File: src/rtl/apb_wait_slave_if.sv
// APB bus bundle between the master and apb_wait_slave.
// Clock and reset stay outside the bundle as plain ports.
interface apb_wait_slave_if;
  logic       psel;
  logic       penable;
  logic       pwrite;
  logic [7:0] paddr;
  logic [7:0] pwdata;
  logic [7:0] prdata;
  logic       pready;
  logic       pslverr;

  modport master (
    output psel, penable, pwrite, paddr, pwdata,
    input  prdata, pready, pslverr
  );

  modport slave (
    input  psel, penable, pwrite, paddr, pwdata,
    output prdata, pready, pslverr
  );
endinterface

File: src/rtl/apb_wait_slave.sv
// APB completer: byte-wide register file with programmable read/write wait
// states, pslverr on illegal accesses, and a read-only write counter at 8'hFF.
module apb_wait_slave #(
  parameter int DEPTH   = 64,
  parameter int WAIT_WR = 1,
  parameter int WAIT_RD = 2
) (
  input logic             pclk,
  input logic             preset,
  apb_wait_slave_if.slave bus
);

  localparam logic [3:0] WAIT_WR_L = 4'(WAIT_WR);
  localparam logic [3:0] WAIT_RD_L = 4'(WAIT_RD);
  localparam logic [8:0] DEPTH_L   = 9'(DEPTH);

  typedef enum logic {
    IDLE,
    ACCESS
  } state_t;

  state_t     state_q, state_d;
  logic [7:0] addr_q, addr_d;
  logic [7:0] wdata_q, wdata_d;
  logic       write_q, write_d;
  logic [3:0] wcnt_q, wcnt_d;
  logic [3:0] wcnt_load;
  logic       pready_q, pready_d;
  logic       pslverr_q, pslverr_d;
  logic [7:0] prdata_q, prdata_d;
  logic [7:0] wr_count_q;
  logic       commit;

  logic [7:0] mem [DEPTH];

  logic [7:0] dec_addr;
  logic       dec_write;
  logic       dec_in_range;
  logic       dec_cnt_rd;
  logic       dec_err;
  logic [7:0] mem_rd;
  logic [7:0] dec_rdata;

  // In IDLE the decode looks at the live bus (zero-wait case); otherwise at the latched SETUP values.
  always_comb begin
    dec_addr     = (state_q == IDLE) ? bus.paddr  : addr_q;
    dec_write    = (state_q == IDLE) ? bus.pwrite : write_q;
    dec_in_range = ({1'b0, dec_addr} < DEPTH_L);
    dec_cnt_rd   = (dec_addr == 8'hFF) && !dec_write;
    dec_err      = !(dec_in_range || dec_cnt_rd);
    mem_rd       = 8'h00;
    for (int i = 0; i < DEPTH; i++) begin
      if (dec_addr == 8'(i)) begin
        mem_rd = mem[i];
      end
    end
    if (dec_write) begin
      dec_rdata = prdata_q;
    end else if (dec_err) begin
      dec_rdata = 8'h00;
    end else if (dec_cnt_rd) begin
      dec_rdata = wr_count_q;
    end else begin
      dec_rdata = mem_rd;
    end
  end

  always_comb begin
    state_d   = state_q;
    addr_d    = addr_q;
    write_d   = write_q;
    wdata_d   = wdata_q;
    wcnt_d    = wcnt_q;
    pready_d  = pready_q;
    pslverr_d = pslverr_q;
    prdata_d  = prdata_q;
    commit    = 1'b0;
    wcnt_load = bus.pwrite ? WAIT_WR_L : WAIT_RD_L;

    case (state_q)
      IDLE: begin
        pready_d  = 1'b0;
        pslverr_d = 1'b0;
        if (bus.psel && !bus.penable) begin
          addr_d  = bus.paddr;
          write_d = bus.pwrite;
          if (bus.pwrite) begin
            wdata_d = bus.pwdata;
          end
          wcnt_d  = wcnt_load;
          state_d = ACCESS;
          if (wcnt_load == 4'd0) begin
            pready_d  = 1'b1;
            pslverr_d = dec_err;
            prdata_d  = dec_rdata;
          end
        end
      end
      ACCESS: begin
        if (!bus.psel) begin
          state_d   = IDLE;
          pready_d  = 1'b0;
          pslverr_d = 1'b0;
          wcnt_d    = 4'd0;
        end else if (!pready_q) begin
          wcnt_d = wcnt_q - 4'd1;
          if (wcnt_q == 4'd1) begin
            pready_d  = 1'b1;
            pslverr_d = dec_err;
            prdata_d  = dec_rdata;
          end
        end else if (bus.penable) begin
          pready_d  = 1'b0;
          pslverr_d = 1'b0;
          state_d   = IDLE;
          commit    = write_q && dec_in_range;
        end
      end
      default: begin
        state_d = IDLE;
      end
    endcase
  end

  always_ff @(posedge pclk or negedge preset) begin
    if (!preset) begin
      state_q   <= IDLE;
      addr_q    <= 8'h00;
      write_q   <= 1'b0;
      wdata_q   <= 8'h00;
      wcnt_q    <= 4'd0;
      pready_q  <= 1'b0;
      pslverr_q <= 1'b0;
      prdata_q  <= 8'h00;
    end else begin
      state_q   <= state_d;
      addr_q    <= addr_d;
      write_q   <= write_d;
      wdata_q   <= wdata_d;
      wcnt_q    <= wcnt_d;
      pready_q  <= pready_d;
      pslverr_q <= pslverr_d;
      prdata_q  <= prdata_d;
    end
  end

  // Storage and write counter only move on a legal completion edge.
  always_ff @(posedge pclk or negedge preset) begin
    if (!preset) begin
      wr_count_q <= 8'h00;
      for (int i = 0; i < DEPTH; i++) begin
        mem[i] <= 8'h00;
      end
    end else if (commit) begin
      wr_count_q <= wr_count_q + 8'd1;
      for (int i = 0; i < DEPTH; i++) begin
        if (addr_q == 8'(i)) begin
          mem[i] <= wdata_q;
        end
      end
    end
  end

  assign bus.prdata  = prdata_q;
  assign bus.pready  = pready_q;
  assign bus.pslverr = pslverr_q;

endmodule

File: src/flat_wrapper.sv
// flat-port wrapper written by rule: the top's interface ports become plain ports
module apb_wait_slave_flat 
#(
  parameter int DEPTH   = 64,
  parameter int WAIT_WR = 1,
  parameter int WAIT_RD = 2
)
  (pclk, preset, bus_psel, bus_penable, bus_pwrite, bus_paddr, bus_pwdata, bus_prdata, bus_pready, bus_pslverr);
  apb_wait_slave_if bus_i ();
  input logic pclk;
  input logic preset;
  input wire logic [$bits(bus_i.psel)-1:0] bus_psel;
  input wire logic [$bits(bus_i.penable)-1:0] bus_penable;
  input wire logic [$bits(bus_i.pwrite)-1:0] bus_pwrite;
  input wire logic [$bits(bus_i.paddr)-1:0] bus_paddr;
  input wire logic [$bits(bus_i.pwdata)-1:0] bus_pwdata;
  output wire logic [$bits(bus_i.prdata)-1:0] bus_prdata;
  output wire logic [$bits(bus_i.pready)-1:0] bus_pready;
  output wire logic [$bits(bus_i.pslverr)-1:0] bus_pslverr;
  assign bus_i.psel = bus_psel;
  assign bus_i.penable = bus_penable;
  assign bus_i.pwrite = bus_pwrite;
  assign bus_i.paddr = bus_paddr;
  assign bus_i.pwdata = bus_pwdata;
  assign bus_prdata = bus_i.prdata;
  assign bus_pready = bus_i.pready;
  assign bus_pslverr = bus_i.pslverr;
  apb_wait_slave #(.DEPTH(DEPTH), .WAIT_WR(WAIT_WR), .WAIT_RD(WAIT_RD)) u_core (.pclk(pclk), .preset(preset), .bus(bus_i));
endmodule
File: config.mk
export PLATFORM = sky130hd
export DESIGN_NAME = apb_wait_slave_flat
export DESIGN_NICKNAME = d
export VERILOG_FILES = /design/src/rtl/apb_wait_slave_if.sv /design/src/rtl/apb_wait_slave.sv /design/src/flat_wrapper.sv
export SDC_FILE = /design/constraint.sdc
export NUM_CORES = 1
export LEC_CHECK = 0
export BUFFER_PORTS_ARGS = -buffer_cell sky130_fd_sc_hd__buf_2
export CAP_MARGIN = 10
export CORE_MARGIN = 10
export CORE_UTILIZATION = 28
export CTS_CLUSTER_SIZE = 28
export DETAILED_ROUTE_END_ITERATION = 10
export MAX_ROUTING_LAYER = met4
export PLACE_DENSITY = 0.48
export SLEW_MARGIN = 40
export SYNTH_ARGS = -nofsm -noshare
export SYNTH_HDL_FRONTEND = slang
export SYNTH_SLANG_ARGS = --single-unit
File: constraint.sdc
create_clock -name pclk -period 7.75 [get_ports pclk]
set_input_delay 1.1625 -clock pclk [delete_from_list [all_inputs] [get_ports pclk]]
set_output_delay 1.1625 -clock pclk [all_outputs]
set_load 0.005 [all_outputs]
==> results of run 1 <==
layer usage:
layer | global-route usage (%) | vias up | wire length, um | part of all wire, %
met2 | 29.4 | 1129 | 49100 | 44
met4 | 7.35 | 0 | 3990 | 3.6
li1 | - | 9254 | - | -
met1 | 26.7 | 11900 | 48800 | 44
met5 | - | - | 0 | 0
met3 | 3.47 | 206 | 8550 | 7.7
flip-flops by register name (all words and copies together) (netlist names):
name,count
u_core.addr_q,8
u_core.bus.prdata,8
u_core.bus.pready,1
u_core.bus.pslverr,1
u_core.mem,512
u_core.state_q,1
u_core.wcnt_q,4
u_core.wdata_q,8
u_core.wr_count_q,8
u_core.write_q,1
worst max-delay path by stage:
stage	endpoint	slack, ns	cells after the start
floorplan	u_core.bus.prdata[2]$_DFFE_PN0P_	4.07	11
global placement	u_core.bus.prdata[7]$_DFFE_PN0P_	1.98	10
detailed placement	u_core.bus.prdata[2]$_DFFE_PN0P_	2.20	11
CTS	u_core.bus.prdata[7]$_DFFE_PN0P_	2.74	10
global route	u_core.bus.prdata[7]$_DFFE_PN0P_	2.78	9
finish	u_core.bus.prdata[2]$_DFFE_PN0P_	2.82	11
Yosys cell counts (all sizes together), types with 16 or more instances:
cell type  number
nor2          142
nand3          78
and2           20
o21ai         113
clkbuf        131
nand4          19
and3           29
o211ai         24
buf            46
mux2          528
o221ai         22
nor4           19
a221oi         35
a211oi         22
nand2         156
a21oi          98
o22ai          53
nor3           51
nand3b         16
dfrtp         552
a22oi          43
power groups by stage:
stage	Clock, mW	Sequential, mW	Combinational [mW]
5_1_grt	3.67	2.99	0.902
2_1_floorplan	0	2.98	0.433
4_1_cts	3.56	2.99	0.846
3_3_place_gp	0	3.04	0.827
3_5_place_dp	0	3.04	0.844
6_report	3.49	2.99	0.864
kinds of logic (layout without fill, tap and decap cells):
logic type                 count (synthesis)  after routing  share of synthesized area (%)
AOI/OAI and AO/OA                        575            575                           14.4
xor gates and xnor gates                   9              9                          0.284
adders and majority gates                  3              3                          0.135
buffers and inverters                    186            224                           2.72
DFF                                      552            552                           49.8
muxes                                    533            533                           21.6
other                                      0              2                              0
and+or+nand+nor                          595            595                           11.0
area by class of cell:
type / count / area (um^2) / share of cell area (%)
clock buffers: 94 / 1980 / 6.22
clock inverters: 27 / 448 / 1.40
well taps: 1287 / 1610 / 5.05
repair buffers: 94 / 764 / 2.40
multi-input cells: 1715 / 13200 / 41.4
inverters: 9 / 33.8 / 0.106
diodes: 2 / 5.00 / 0.0157
flip-flops and latches: 552 / 13800 / 43.4
worst max-delay path, cell delays in order:
cell and delay, ns:
buf_2 0.44, or3b_2 0.64, nand2_2 0.66, buf_4 0.43, nand2_1 0.21, o221ai_1 0.30, or3b_1 0.16, nand4_1 0.26
a211oi_1 0.62, or4_1 0.36, o31ai_1 0.12
per-stage QoR:
stage	utilization (%)	total power, mW	std cells	setup WS [ns]	hold slack (ns)
final	32.4	7.34	3780	2.82	0.451
after global routing	32.4	7.56	3780	2.78	0.471
after CTS	32.4	7.39	3777	2.74	0.444
after detailed placement	29.9	3.88	3656	2.20	0.487
after global placement	29.8	3.86	3650	1.98	0.482
after floorplan	-	3.41	2453	4.07	0.446
==> flow_metrics.env, run 1 <==
export IMPL_core_region_area_um2=98300
export IMPL_worstSetupPathType="input pin to flop"
export IMPL_grt_pass1_wl_um=162000
export IMPL_dr_pass1_iters=5
export IMPL_postPlaceCellArea_um2=29400
export IMPL_synth_cell_types=82
export IMPL_syn_inst=2453
export IMPL_netSwitchingFraction_pct=28.2
export IMPL_path_max_fanout=27
export IMPL_dp_hpwl_um=76000
export IMPL_htreeDepth=3
export IMPL_clockRootBuffer="clkbuf_16"
export IMPL_hold_buffers=0
export IMPL_slew_violations=0
export IMPL_seqPwrFrac_pct=40.7
export IMPL_portBuffers=30
export IMPL_synth_top_area_cell="dfrtp_1"
export IMPL_place_gp_congestion=0.907
export IMPL_cap_viol_max_count=0
export IMPL_reg2reg_depth=9
export IMPL_cts_resized=0
export IMPL_synth_nets=2477
export IMPL_fin_crit_sh_pct=63.6
export IMPL_grt_usage_pct=19.8
export IMPL_fp_dieW_um=335
export IMPL_hold_path_class="input pin to async pin"
export IMPL_drtAntennaViolNets=0
export IMPL_slew_headroom_pct=35.6
export IMPL_power_leakage_nw=14.6
export IMPL_worstReg2RegEnd="u_core.bus.prdata[7]$_DFFE_PN0P_"
export IMPL_std_cell_rows=115
export IMPL_cts_buffers=67
export IMPL_ys_seq_area_share_pct=49.8
export IMPL_rsz0062_at_grt="no"
export IMPL_ys_flop_type="dfrtp_1"
export IMPL_period_minus_slack_ns=4.93
export IMPL_start_util_pct=28.2
export IMPL_post_cts_buffers=0
export IMPL_avgSynthCellArea_um2=11.3
export IMPL_ys_ff_latch=552
export IMPL_ios=31
export IMPL_rr_startpoint="u_core.state_q$_DFF_PN0_"
export IMPL_outcome="finished, final reports clean"
export IMPL_clockBufferDepth=3
export IMPL_start_kind="input pin"
export IMPL_p_int_mw=5.27
export IMPL_die_area_um2=112000
export IMPL_die_y_um=335
export IMPL_worst_pin_slew_ns=0.962
export IMPL_yosysTopAreaCellShare_pct=49.8
export IMPL_power_density_nw_per_um2=230
export IMPL_hold_viol_final=0
export IMPL_setup_viol_count_final=0
export IMPL_vias=22400
export IMPL_clkSlewWorstSetupHoldPaths_ns=0.06
export IMPL_grt_pass1_vias=22600
export IMPL_grt_max_degree=131
export IMPL_antenna_found_initial=3
export IMPL_netlist_area_um2=27700
export IMPL_routed_via_density=5.94
export IMPL_async_flop_share_pct=100
export IMPL_syn2layout_area_growth_pct=15.0
export IMPL_final_cell_mix="543 x dfrtp_1, 528 x mux2_2, 152 x nand2_1"
export IMPL_wl_per_cell_um=29.2
export IMPL_yosysWarnings=0
export IMPL_clock_latency_ns=0.62
export IMPL_synth_area_leaders="dfrtp_1 50%, mux2_2 21%, nand2_1 2.1%"
export IMPL_fmax_mhz=203
export IMPL_peakVddDrop_uv=193
export IMPL_finalSetupTns_ns=0
export IMPL_gr_total_overflow=0
export IMPL_crit_path_start="bus_paddr[1]"
export IMPL_crit_path_end_kind="flop"
export IMPL_synth_edf_count=0
export IMPL_combPwrFrac_pct=11.8
export IMPL_drt_iter0_drc=2641
export IMPL_worst_r2r_setup_slack_ns=2.84
export IMPL_drive_gt1_share_pct=33.0
export IMPL_clkPwrFrac_pct=47.5
export IMPL_fin_nets=2463
export IMPL_nFillCells=9873
export IMPL_cts_tree="built"
export IMPL_design_area_um2=31900
export IMPL_clock_sinks=552
export IMPL_final_common_cell="dfrtp_1"
export IMPL_clock_skew_ns=0.0306
export IMPL_drt_total_wl_um=110000
export IMPL_arrival_ns=5.41
export IMPL_cp_data_required_time_ns=8.24
export IMPL_p_sw_mw=2.07
export IMPL_drc_errors=0
No activity file was read; power rests on OpenSTA's default activity.
==> run 2: changes to the inputs <==
- PLACE_DENSITY: 0.48 -> 0.49
- clock period: 7.75 -> 4.2 ns (I/O delays scaled with it)
==> run 2 against run 1 <==
  * Critical path depth up 3
  * Largest cell class unchanged
  * Register-to-register slack worse by 2.8 ns
  * Die area unchanged
  * Combinational power up 81%
  * Worst hold slack worse by 0.22 ns
  * Clock-buffer cell count down 2
  * Critical endpoint unchanged
==> flow_metrics.env, run 2 (synthesis results as in run 1) <==
export IMPL_outcome="finished, final reports clean"
export IMPL_worstPathCellList="buf_4, nand3b_1, and2_1, buf_4, nor3_1, buf_4, a221oi_1, nor2_1, a2111oi_0, buf_4, o211ai_1, a21oi_1, buf_4, o31ai_1"
export IMPL_htreeDepth=3
export IMPL_fin_nets=2612
export IMPL_worst_pin_slew_ns=0.821
export IMPL_clockBufferDepth=3
export IMPL_place_gp_congestion=0.953
export IMPL_grt_usage_pct=20.4
export IMPL_slew_violations=0
export IMPL_crit_family="compound AO/OA/AOI/OAI gates"
export IMPL_cp_slowest_cell="a2111oi_0"
export IMPL_worstSetupPathType="flop to flop"
export IMPL_std_cell_rows=115
export IMPL_wl_per_cell_um=29.0
export IMPL_fp_dieW_um=335
export IMPL_die_y_um=335
export IMPL_setup_viol_count_final=0
export IMPL_grt_max_degree=89
export IMPL_peakVddDrop_uv=237
export IMPL_syn2layout_area_growth_pct=18.7
export IMPL_clkSlewWorstSetupHoldPaths_ns=0.06
export IMPL_dr_pass1_iters=7
export IMPL_drive_gt1_share_pct=36.4
export IMPL_drt_total_wl_um=114000
export IMPL_drtAntennaViolNets=0
export IMPL_fin_crit_sh_pct=98.0
export IMPL_nFillCells=9927
export IMPL_cts_buffers=67
export IMPL_p_total_mw=13.2
export IMPL_power_density_nw_per_um2=402
export IMPL_design_area_um2=32900
export IMPL_post_cts_buffers=0
export IMPL_gr_total_overflow=0
export IMPL_crit_top_cell="buf_4"
export IMPL_cap_viol_max_count=0
export IMPL_finalNonFillerCells=3927
export IMPL_largest_reg_flops=512
export IMPL_rsz0062_at_grt="no"
export IMPL_period_minus_slack_ns=4.12
export IMPL_cts_tree="built"
export IMPL_grt_pass1_vias=23100
export IMPL_drc_errors=0
export IMPL_clock_skew_ns=0.0345
export IMPL_final_cell_mix="543 x dfrtp_1, 528 x mux2_2, 193 x buf_4"
export IMPL_path_max_fanout=27
export IMPL_final_common_cell="dfrtp_1"
export IMPL_clockRootBuffer="clkbuf_16"
export IMPL_slew_headroom_pct=45.0
export IMPL_vias=22900
export IMPL_dp_hpwl_um=81100
export IMPL_crit_path_end_kind="flop"
export IMPL_dp_cells=3803
export IMPL_fmax_mhz=243
export IMPL_power_leakage_nw=15.3
export IMPL_max_flop_register="u_core.mem"
export IMPL_core_region_area_um2=98300
export IMPL_postPlaceCellArea_um2=30600
export IMPL_clock_latency_ns=0.62
export IMPL_antenna_found_initial=3
export IMPL_hold_path_class="input pin to flop"
export IMPL_cp_buffers_inverters=5
export IMPL_start_util_pct=28.2
export IMPL_routed_via_density=5.83
export IMPL_cp_data_required_time_ns=4.69
export IMPL_start_kind="flop"
export IMPL_cp_slowest_stage_delay_ns=0.72
export IMPL_hold_viol_final=0
export IMPL_drt_iter0_drc=2534
export IMPL_grt_pass1_wl_um=167000
export IMPL_die_area_um2=112000
export IMPL_clock_sinks=552
export IMPL_arrival_ns=4.60
export IMPL_ios=31
export IMPL_portBuffers=30
[run 2: changes by cell type in the layout (fill, tap and decap cells not counted), sizes merged]
cell / previous run / this run
bufinv: 12 / 7
clkbuf: 94 / 92
dlygate4sd3: 0 / 1
inv: 9 / 10
clkinvlp: 2 / 4
clkinv: 13 / 15
buf: 94 / 242
[run 2: worst paths after layout]
path                       depth (start not counted)  slack, ns                          endpoint                        startpoint
min                                                2       0.24     u_core.wdata_q[7]$_DFFE_PN0P_                     bus_pwdata[7]
min reg2reg                                        1       0.50  u_core.wr_count_q[7]$_DFFE_PN0P_  u_core.wr_count_q[7]$_DFFE_PN0P_
min in group asynchronous                          2       0.46       u_core.mem[224]$_DFFE_PN0P_                            preset
max in group asynchronous                          4       2.39     u_core.wdata_q[4]$_DFFE_PN0P_                            preset
max                                               14       0.08  u_core.bus.prdata[2]$_DFFE_PN0P_          u_core.state_q$_DFF_PN0_
max reg2reg                                       14       0.08  u_core.bus.prdata[2]$_DFFE_PN0P_          u_core.state_q$_DFF_PN0_
[run 2: cell type report]
cell class,instances,area [um^2],share of cell area (%)
Antenna cell,2,5.00,0.0152
Clock inverter,27,328,0.997
Multi-Input combinational cell,1715,13200,40.1
Inverter,9,33.8,0.103
Tap cell,1287,1610,4.90
Sequential cell,552,13800,42.1
Clock buffer,92,1890,5.76
Timing Repair Buffer,243,1990,6.06
[run 2: what timing repair did]
item | in CTS | in global routing
pin swaps | 0 | 0
endpoints found under the setup margin | 1 | 1
cloned | 0 | 0
hold buffers | 0 | 1
resized for setup | 1 | 1
hold endpoints to repair | 0 | 15
[run 2: metal layers]
metal	global-route usage [%]	vias to the layer above	share of wire, %
met5	-	-	0
met4	6.71	0	3.4
met3	3.50	227	7.5
met2	30.8	1112	45
met1	27.6	12000	44
li1	-	9561	-
[run 2: metrics by stage]
stage	setup slack, ns	hold slack [ns]	util (%)	TNS (ns)
final	0.0825	0.235	33.5	0
after detailed placement	-0.131	0.463	31.1	-0.131
after CTS	0.194	0.108	33.4	0
after global routing	0.0180	0.239	33.5	0
after global placement	-0.307	0.464	31.1	-0.307
after floorplan	1.05	0.334	-	0
[run 2: worst register-to-register path, delay by kind of cell, from the launching register on]
family / cells / cell delay, ns
buf+inv: 5 / 1.07
simple gates: 4 / 1.13
compound gates: 5 / 1.35
flops: 1 / 0.45
[run 2: power breakdown]
group | switching, mW | internal, mW
Sequential | 0.330 | 5.38
Combinational | 1.14 | 0.416
Clock | 2.38 | 3.59
Total | 3.85 | 9.38
